--- config.mk ---
export PLATFORM = sky130hd
export DESIGN_NAME = score_uart_tx
export DESIGN_NICKNAME = d
export VERILOG_FILES = /design/src/rtl/score_uart_pkg.sv /design/src/rtl/bin2bcd8.sv /design/src/rtl/score_uart_tx.sv
export SDC_FILE = /design/constraint.sdc
export NUM_CORES = 1
export LEC_CHECK = 0
export CAP_MARGIN = 20
export CORE_MARGIN = 2
export CORE_UTILIZATION = 31
export DETAILED_ROUTE_END_ITERATION = 10
export SLEW_MARGIN = 20
export SYNTH_ARGS = -nofsm -noshare
export SYNTH_HDL_FRONTEND = slang
export SYNTH_SLANG_ARGS = --single-unit
--- constraint.sdc ---
create_clock -name clk -period 2.7 [get_ports clk]
set_input_delay 0.54 -clock clk [delete_from_list [all_inputs] [get_ports clk]]
set_output_delay 0.54 -clock clk [all_outputs]
set_load 0.01 [all_outputs]
--- src/rtl/score_uart_pkg.sv ---
// rtl/score_uart_pkg.sv - shared types, ASCII constants and helpers for the score UART transmitter
package score_uart_pkg;

    typedef enum logic [1:0] {
        IDLE    = 2'd0,
        CONVERT = 2'd1,
        SEND    = 2'd2,
        GAP     = 2'd3
    } state_t;

    localparam logic [7:0] CH_S    = 8'h53;
    localparam logic [7:0] CH_G    = 8'h47;
    localparam logic [7:0] CH_O    = 8'h4F;
    localparam logic [7:0] CH_CR   = 8'h0D;
    localparam logic [7:0] CH_LF   = 8'h0A;
    localparam logic [7:0] CH_ZERO = 8'h30;

    // Byte counts per message: 'S' + 3 digits + EOL, 'G' 'O' + EOL.
    localparam logic [2:0] SCORE_LEN_CRLF = 3'd6;
    localparam logic [2:0] SCORE_LEN_LF   = 3'd5;
    localparam logic [2:0] GO_LEN_CRLF    = 3'd4;
    localparam logic [2:0] GO_LEN_LF      = 3'd3;

    // Double-dabble digit correction applied before each shift.
    function automatic logic [3:0] add3(input logic [3:0] d);
        return (d >= 4'd5) ? d + 4'd3 : d;
    endfunction

    // BCD digit to its ASCII character.
    function automatic logic [7:0] bcd_ascii(input logic [3:0] d);
        return CH_ZERO + {4'd0, d};
    endfunction

endpackage

--- src/rtl/bin2bcd8.sv ---
// rtl/bin2bcd8.sv - sequential 8-step double-dabble binary to 3-digit BCD converter
module bin2bcd8
    import score_uart_pkg::*;
(
    input  logic        clk,
    input  logic        rst_n,
    input  logic        start,
    input  logic [7:0]  bin,
    output logic        done,
    output logic [11:0] bcd
);

    logic [7:0]  bin_q, bin_d;
    logic [11:0] bcd_q, bcd_d;
    logic [2:0]  cnt_q, cnt_d;
    logic        run_q, run_d;
    logic [11:0] adj;

    // Conversion registers; bcd_q holds its result until the next start.
    always_ff @(posedge clk or negedge rst_n) begin
        if (!rst_n) begin
            bin_q <= 8'd0;
            bcd_q <= 12'd0;
            cnt_q <= 3'd0;
            run_q <= 1'b0;
        end else begin
            bin_q <= bin_d;
            bcd_q <= bcd_d;
            cnt_q <= cnt_d;
            run_q <= run_d;
        end
    end

    // Add-3 correction of each BCD digit ahead of the shift.
    always_comb begin
        adj = {add3(bcd_q[11:8]), add3(bcd_q[7:4]), add3(bcd_q[3:0])};
    end

    // Load on start, then one shift per cycle for eight cycles.
    always_comb begin
        bin_d = bin_q;
        bcd_d = bcd_q;
        cnt_d = cnt_q;
        run_d = run_q;
        if (start) begin
            bin_d = bin;
            bcd_d = 12'd0;
            cnt_d = 3'd0;
            run_d = 1'b1;
        end else if (run_q) begin
            {bcd_d, bin_d} = {adj, bin_q} << 1;
            cnt_d          = cnt_q + 3'd1;
            if (cnt_q == 3'd7) begin
                run_d = 1'b0;
            end
        end
    end

    // done marks the cycle whose closing edge performs the final shift.
    always_comb begin
        done = run_q && (cnt_q == 3'd7);
        bcd  = bcd_q;
    end

endmodule

--- src/rtl/score_uart_tx.sv ---
// rtl/score_uart_tx.sv - UART transmitter that reports score changes and game-over events as ASCII lines
module score_uart_tx
    import score_uart_pkg::*;
#(
    parameter bit CRLF = 1'b1
) (
    input  logic       clk,
    input  logic       rst_n,
    input  logic       en,
    input  logic [7:0] score,
    input  logic       gameover,
    input  logic       txready,
    output logic [7:0] txdata,
    output logic       txclk,
    output logic       busy
);

    localparam logic [2:0] SCORE_LAST = CRLF ? (SCORE_LEN_CRLF - 3'd1) : (SCORE_LEN_LF - 3'd1);
    localparam logic [2:0] GO_LAST    = CRLF ? (GO_LEN_CRLF - 3'd1)    : (GO_LEN_LF - 3'd1);
    localparam logic [7:0] CH_EOL1    = CRLF ? CH_CR : CH_LF;

    state_t      state_q, state_d;
    logic [7:0]  last_score_q, last_score_d;
    logic        go_pending_q, go_pending_d;
    logic        gameover_q, gameover_d;
    logic        msg_go_q, msg_go_d;
    logic [2:0]  idx_q, idx_d;
    logic [7:0]  txdata_q, txdata_d;
    logic        txclk_q, txclk_d;

    logic        score_evt;
    logic        go_evt;
    logic        go_rise;
    logic        last_byte;
    logic [7:0]  cur_byte;
    logic        bcd_done;
    logic [11:0] bcd;

    // Score changes outrank a pending game-over; both only start when enabled.
    assign score_evt = (state_q == IDLE) && en && (score != last_score_q);
    assign go_evt    = (state_q == IDLE) && en && go_pending_q;
    assign go_rise   = gameover && !gameover_q;
    assign last_byte = msg_go_q ? (idx_q == GO_LAST) : (idx_q == SCORE_LAST);

    bin2bcd8 u_bin2bcd8 (
        .clk   (clk),
        .rst_n (rst_n),
        .start (score_evt),
        .bin   (score),
        .done  (bcd_done),
        .bcd   (bcd)
    );

    // State and datapath registers; reset aborts any message in flight.
    always_ff @(posedge clk or negedge rst_n) begin
        if (!rst_n) begin
            state_q      <= IDLE;
            last_score_q <= 8'd0;
            go_pending_q <= 1'b0;
            gameover_q   <= 1'b0;
            msg_go_q     <= 1'b0;
            idx_q        <= 3'd0;
            txdata_q     <= 8'h00;
            txclk_q      <= 1'b0;
        end else begin
            state_q      <= state_d;
            last_score_q <= last_score_d;
            go_pending_q <= go_pending_d;
            gameover_q   <= gameover_d;
            msg_go_q     <= msg_go_d;
            idx_q        <= idx_d;
            txdata_q     <= txdata_d;
            txclk_q      <= txclk_d;
        end
    end

    // Next-state: convert only for score lines, SEND/GAP alternate per byte.
    always_comb begin
        state_d = state_q;
        case (state_q)
            IDLE: begin
                if (score_evt) begin
                    state_d = CONVERT;
                end else if (go_evt) begin
                    state_d = SEND;
                end
            end
            CONVERT: begin
                if (bcd_done) begin
                    state_d = SEND;
                end
            end
            SEND: begin
                if (txready) begin
                    state_d = GAP;
                end
            end
            GAP: begin
                state_d = last_byte ? IDLE : SEND;
            end
            default: state_d = IDLE;
        endcase
    end

    // Byte selection from message type and index.
    always_comb begin
        cur_byte = CH_LF;
        if (msg_go_q) begin
            case (idx_q)
                3'd0:    cur_byte = CH_G;
                3'd1:    cur_byte = CH_O;
                3'd2:    cur_byte = CH_EOL1;
                default: cur_byte = CH_LF;
            endcase
        end else begin
            case (idx_q)
                3'd0:    cur_byte = CH_S;
                3'd1:    cur_byte = bcd_ascii(bcd[11:8]);
                3'd2:    cur_byte = bcd_ascii(bcd[7:4]);
                3'd3:    cur_byte = bcd_ascii(bcd[3:0]);
                3'd4:    cur_byte = CH_EOL1;
                default: cur_byte = CH_LF;
            endcase
        end
    end

    // Output/datapath updates; a game-over rising edge is latched in every state.
    always_comb begin
        last_score_d = last_score_q;
        go_pending_d = go_pending_q;
        gameover_d   = gameover;
        msg_go_d     = msg_go_q;
        idx_d        = idx_q;
        txdata_d     = txdata_q;
        txclk_d      = txclk_q;
        case (state_q)
            IDLE: begin
                if (score_evt) begin
                    last_score_d = score;
                    msg_go_d     = 1'b0;
                    idx_d        = 3'd0;
                end else if (go_evt) begin
                    go_pending_d = 1'b0;
                    msg_go_d     = 1'b1;
                    idx_d        = 3'd0;
                end
            end
            SEND: begin
                if (txready) begin
                    txclk_d  = 1'b1;
                    txdata_d = cur_byte;
                end
            end
            GAP: begin
                txclk_d = 1'b0;
                idx_d   = idx_q + 3'd1;
            end
            default: ;
        endcase
        if (go_rise) begin
            go_pending_d = 1'b1;
        end
    end

    assign txdata = txdata_q;
    assign txclk  = txclk_q;
    assign busy   = (state_q != IDLE);

endmodule

==> run summary <==
The end-of-flow core utilization was 36.21%. The number of sinks driven by the clock tree is 48, and the highest clock rate is 478.7 MHz. The logs give 2540 µm² for the area of the mapped netlist and 41 for the number of library cell types mapped by synthesis. The total grt overflow is 0, and the count of buffers from port buffering is 21.

The summed negative setup slack over all endpoints is 0 ps. STA classifies the critical path startpoint as a flop. After clock tree synthesis, the clock-pin slew on the worst setup and hold paths is 90 ps. The min-delay analysis places its worst path in the category primary input to asynchronous set/reset pin.

The filler cells instantiated in the layout total 848. Across all register-to-register paths, the minimum setup slack is 690 ps. TritonCTS built the clock tree. From synthesis to final layout, the design area changed by 15.37%. Summing all flip-flop and latch instances after layout gives 1201 µm².

In this run the remaining antenna-violating nets after routing total 0. The height of the die works out to 94.52 µm. The endpoint identified for the worst register-to-register timing path is txdata[3]. Global routing consumed, on the met2 layer, 18.87% of the routing resources. The run gives 1849 as the via total after detailed routing. The launching point of the worst reg2reg path was idx_q[2]. The tools report the number of maximum-capacitance violations as 0. The total I/O pin count is 23. In this run the biggest area consumer among cell types represents 47.29% of the synthesized area. For this design the static power due to leakage is 1.304 nW. The clock reaches the later pin of the worst-skew pair after 300 ps. In the routed design, unresolved DRC markers number 0. Busiest layer in global routing: met2.

The run gives 1841 as the number of global-route vias before repair. In this run the tightest slew margin relative to its limit is 53.03%. The maximum clock skew at final layout is 10.55 ps, and the net count after synthesis is 288.

The tools report the number of nets in the final layout as 308. Yosys attributes the largest share of cell area to dfrtp_1, ha_1, mux2i_1. For this run, the total global-route usage over all layers was measured as 11.86%. By startpoint and endpoint, the worst setup path is classified as flop to output port. The cell count after synthesis came out at 262.

For the diode insertion count for antenna repair, the log shows 0. The initial core utilization was 31.39%; the peak supply drop was 0.0004716 V. Number of antenna violations at the first check in global routing: 0. Kind of capture point of the worst setup path: an output port. Data on the critical path arrives at its endpoint at 1550 ps. Setup violations remaining at the end of the flow were counted as 0.

The maximum buffer depth of the clock tree was 2; the met3 track demand over resource was 2.474%. The multi-input combinational cells in the finished layout cover a total of 1194 µm². Along the worst path, the maximum fanout reaches 8. Clock tree synthesis inserted a total of 5 buffers. The final-report max-slew violation count was 0; the number of cells upsized or downsized after cts was 0. The estimated wirelength of the detail-placed design was 3.448 mm; the maximum number of pins on one net before global-route repair was 43. The count of endpoints failing hold in the final timing report came out at 0. The post-synthesis register bit count is 48. The tools report the post-CTS setup repair buffer count as 0.

Counting cells, the worst reg-to-reg path comes to 6. The flow ran to the end, and the final reports show no timing, DRC or antenna violations. The placeable core region was 8093 µm². The via count normalized by instance count works out to 4.765. The synthesized design spends more area on one cell type than any other, namely dfrtp_1.

The total of warnings raised by yosys was 0. The cell sitting at the root of the clock tree is a clkbuf_8. In this run the core area contains 33 standard-cell rows. The H-tree was split into 2 levels. After detailed routing, the average wire length per cell comes to 12.39 µm. At the pin with the least slew margin, the transition time is 704.6 ps. The violation count after the first detailed-route iteration was 74; the final wirelength was 4.806 mm. Global-route wire length before repair: 8.431 mm. The iteration count of the initial detailed-routing pass was 4; the minimum clock period was 2089 ps. The run gives 47.29% as the fraction of the yosys area taken by sequential cells. The die is 94.52 µm wide.

STA puts the critical path data required time at 2160 ps. Setup repair after global routing left no endpoint under its margin. The share of final-layout standard cells stronger than drive strength 1 was 5.654%. The run gives 227.8 ps as the final hold slack. The power density over cell area works out to 1140 nW/µm². For the number of buffers added to fix hold violations after cts, the log shows 0. The final RePlAce weighted congestion is 0.7921, and the ratio of final minimum period to clock period is 77.37%. Global routing consumed, on the met1 layer, 16.46% of the routing resources. The die covers 8933 µm².

The per-instance average area after synthesis came out at 9.694 µm².
-- power by group --
part	switching [W]	internal [W]
clock network	0.000239	0.000208
registers	0.000315	0.00104
logic	0.000775	0.000765
total	0.00133	0.00201
-- worst max path at each step --
stage               start               to  slack (ps)  cells past startpoint
6_report       state_q[1]             busy         610                      3
5_1_grt        state_q[1]             busy         500                      3
4_1_cts        state_q[1]             busy         580                      3
3_5_place_dp     score[7]  last_score_q[6]         360                      6
3_3_place_gp     score[7]  last_score_q[6]         410                      6
2_1_floorplan    idx_q[0]        txdata[3]         970                      6
-- synthesized netlist by cell type, drive strengths merged --
master,number
ha,13
dfrtp,48
o21ai,27
nand2,26
conb,1
a211oi,1
o311ai,1
a221oi,2
a22o,4
o22ai,1
nand4,2
a21o,3
o21a,2
and3b,1
a22oi,1
a2111oi,1
nand3b,1
nand2b,8
or2,1
nor2,20
o211ai,2
nor3,2
buf,9
a21boi,1
o21bai,2
o22a,2
nand3,8
and2,1
xnor2,14
o31ai,1
a31oi,2
and2b,1
a31o,1
mux2i,15
clkbuf,3
a21oi,13
inv,20
a311o,1
-- per-stage QoR --
step	cell area [µm²]	total power, W	worst slack, ps	std cells
4_1_cts	2930	0.003381	582.3	388
6_report	2930	0.003340	611.1	388
3_3_place_gp	2836	0.002866	407.9	380
5_1_grt	2930	0.003663	498.2	388
2_1_floorplan	2540	0.002486	967.8	262
3_5_place_dp	2836	0.002918	361.1	380
-- critical path, stage by stage, from the launching register on --
cell and delay (ps):
dfrtp_1 460, nor2_1 250, inv_1 60, clkdlybuf4s50_1 480
-- logic make-up (layout without fill, tap and decap cells) --
group | count (synthesis) | in the layout | synth area share [%]
DFF | 48 | 48 | 47.29
and+or+nand+nor | 71 | 71 | 12.71
buffers and inverters | 32 | 53 | 5.714
AOI/OAI and AO/OA | 68 | 68 | 17.00
other | 1 | 1 | 0.1476
muxes | 15 | 15 | 5.911
adders and majority gates | 13 | 13 | 6.404
xor gates and xnor gates | 14 | 14 | 4.828
-- area by class of cell --
cell class / instances / share of cell area (%)
Clock inverter: 1 / 0.2562
Sequential cell: 48 / 40.99
Multi-Input combinational cell: 182 / 40.73
Timing Repair Buffer: 25 / 8.027
Tap cell: 105 / 4.483
Clock buffer: 7 / 2.946
Inverter: 20 / 2.562
-- registers in the layout, summed over array words and instances, names as in the netlist --
signal,count
txdata,7
u_bin2bcd8.bin_q,8
gameover_q,1
idx_q,3
txclk,1
msg_go_q,1
u_bin2bcd8.bcd,12
u_bin2bcd8.run_q,1
u_bin2bcd8.cnt_q,3
state_q,2
last_score_q,8
go_pending_q,1
-- metal layers --
metal / vias up / part of all wire [%]
met5: - / 0
met4: 0 / 1.1
met3: 7 / 3.4
met2: 25 / 45
met1: 882 / 51
li1: 935 / -
-- cell usage in the layout (no fill, tap or decap), types with 3 or more instances in the layout --
| cell type | instances |
|---|---|
| nor2_1 | 20 |
| nand3_1 | 8 |
| nand2b_1 | 8 |
| ha_1 | 13 |
| inv_1 | 20 |
| xnor2_1 | 14 |
| a21o_1 | 3 |
| clkdlybuf4s50_1 | 20 |
| a22o_1 | 4 |
| dfrtp_1 | 48 |
| nand2_1 | 26 |
| mux2i_1 | 15 |
| o21ai_0 | 27 |
| a21oi_1 | 13 |
| clkbuf_8 | 6 |
| buf_4 | 4 |
Note: power is estimated with default switching activity, not from simulation.
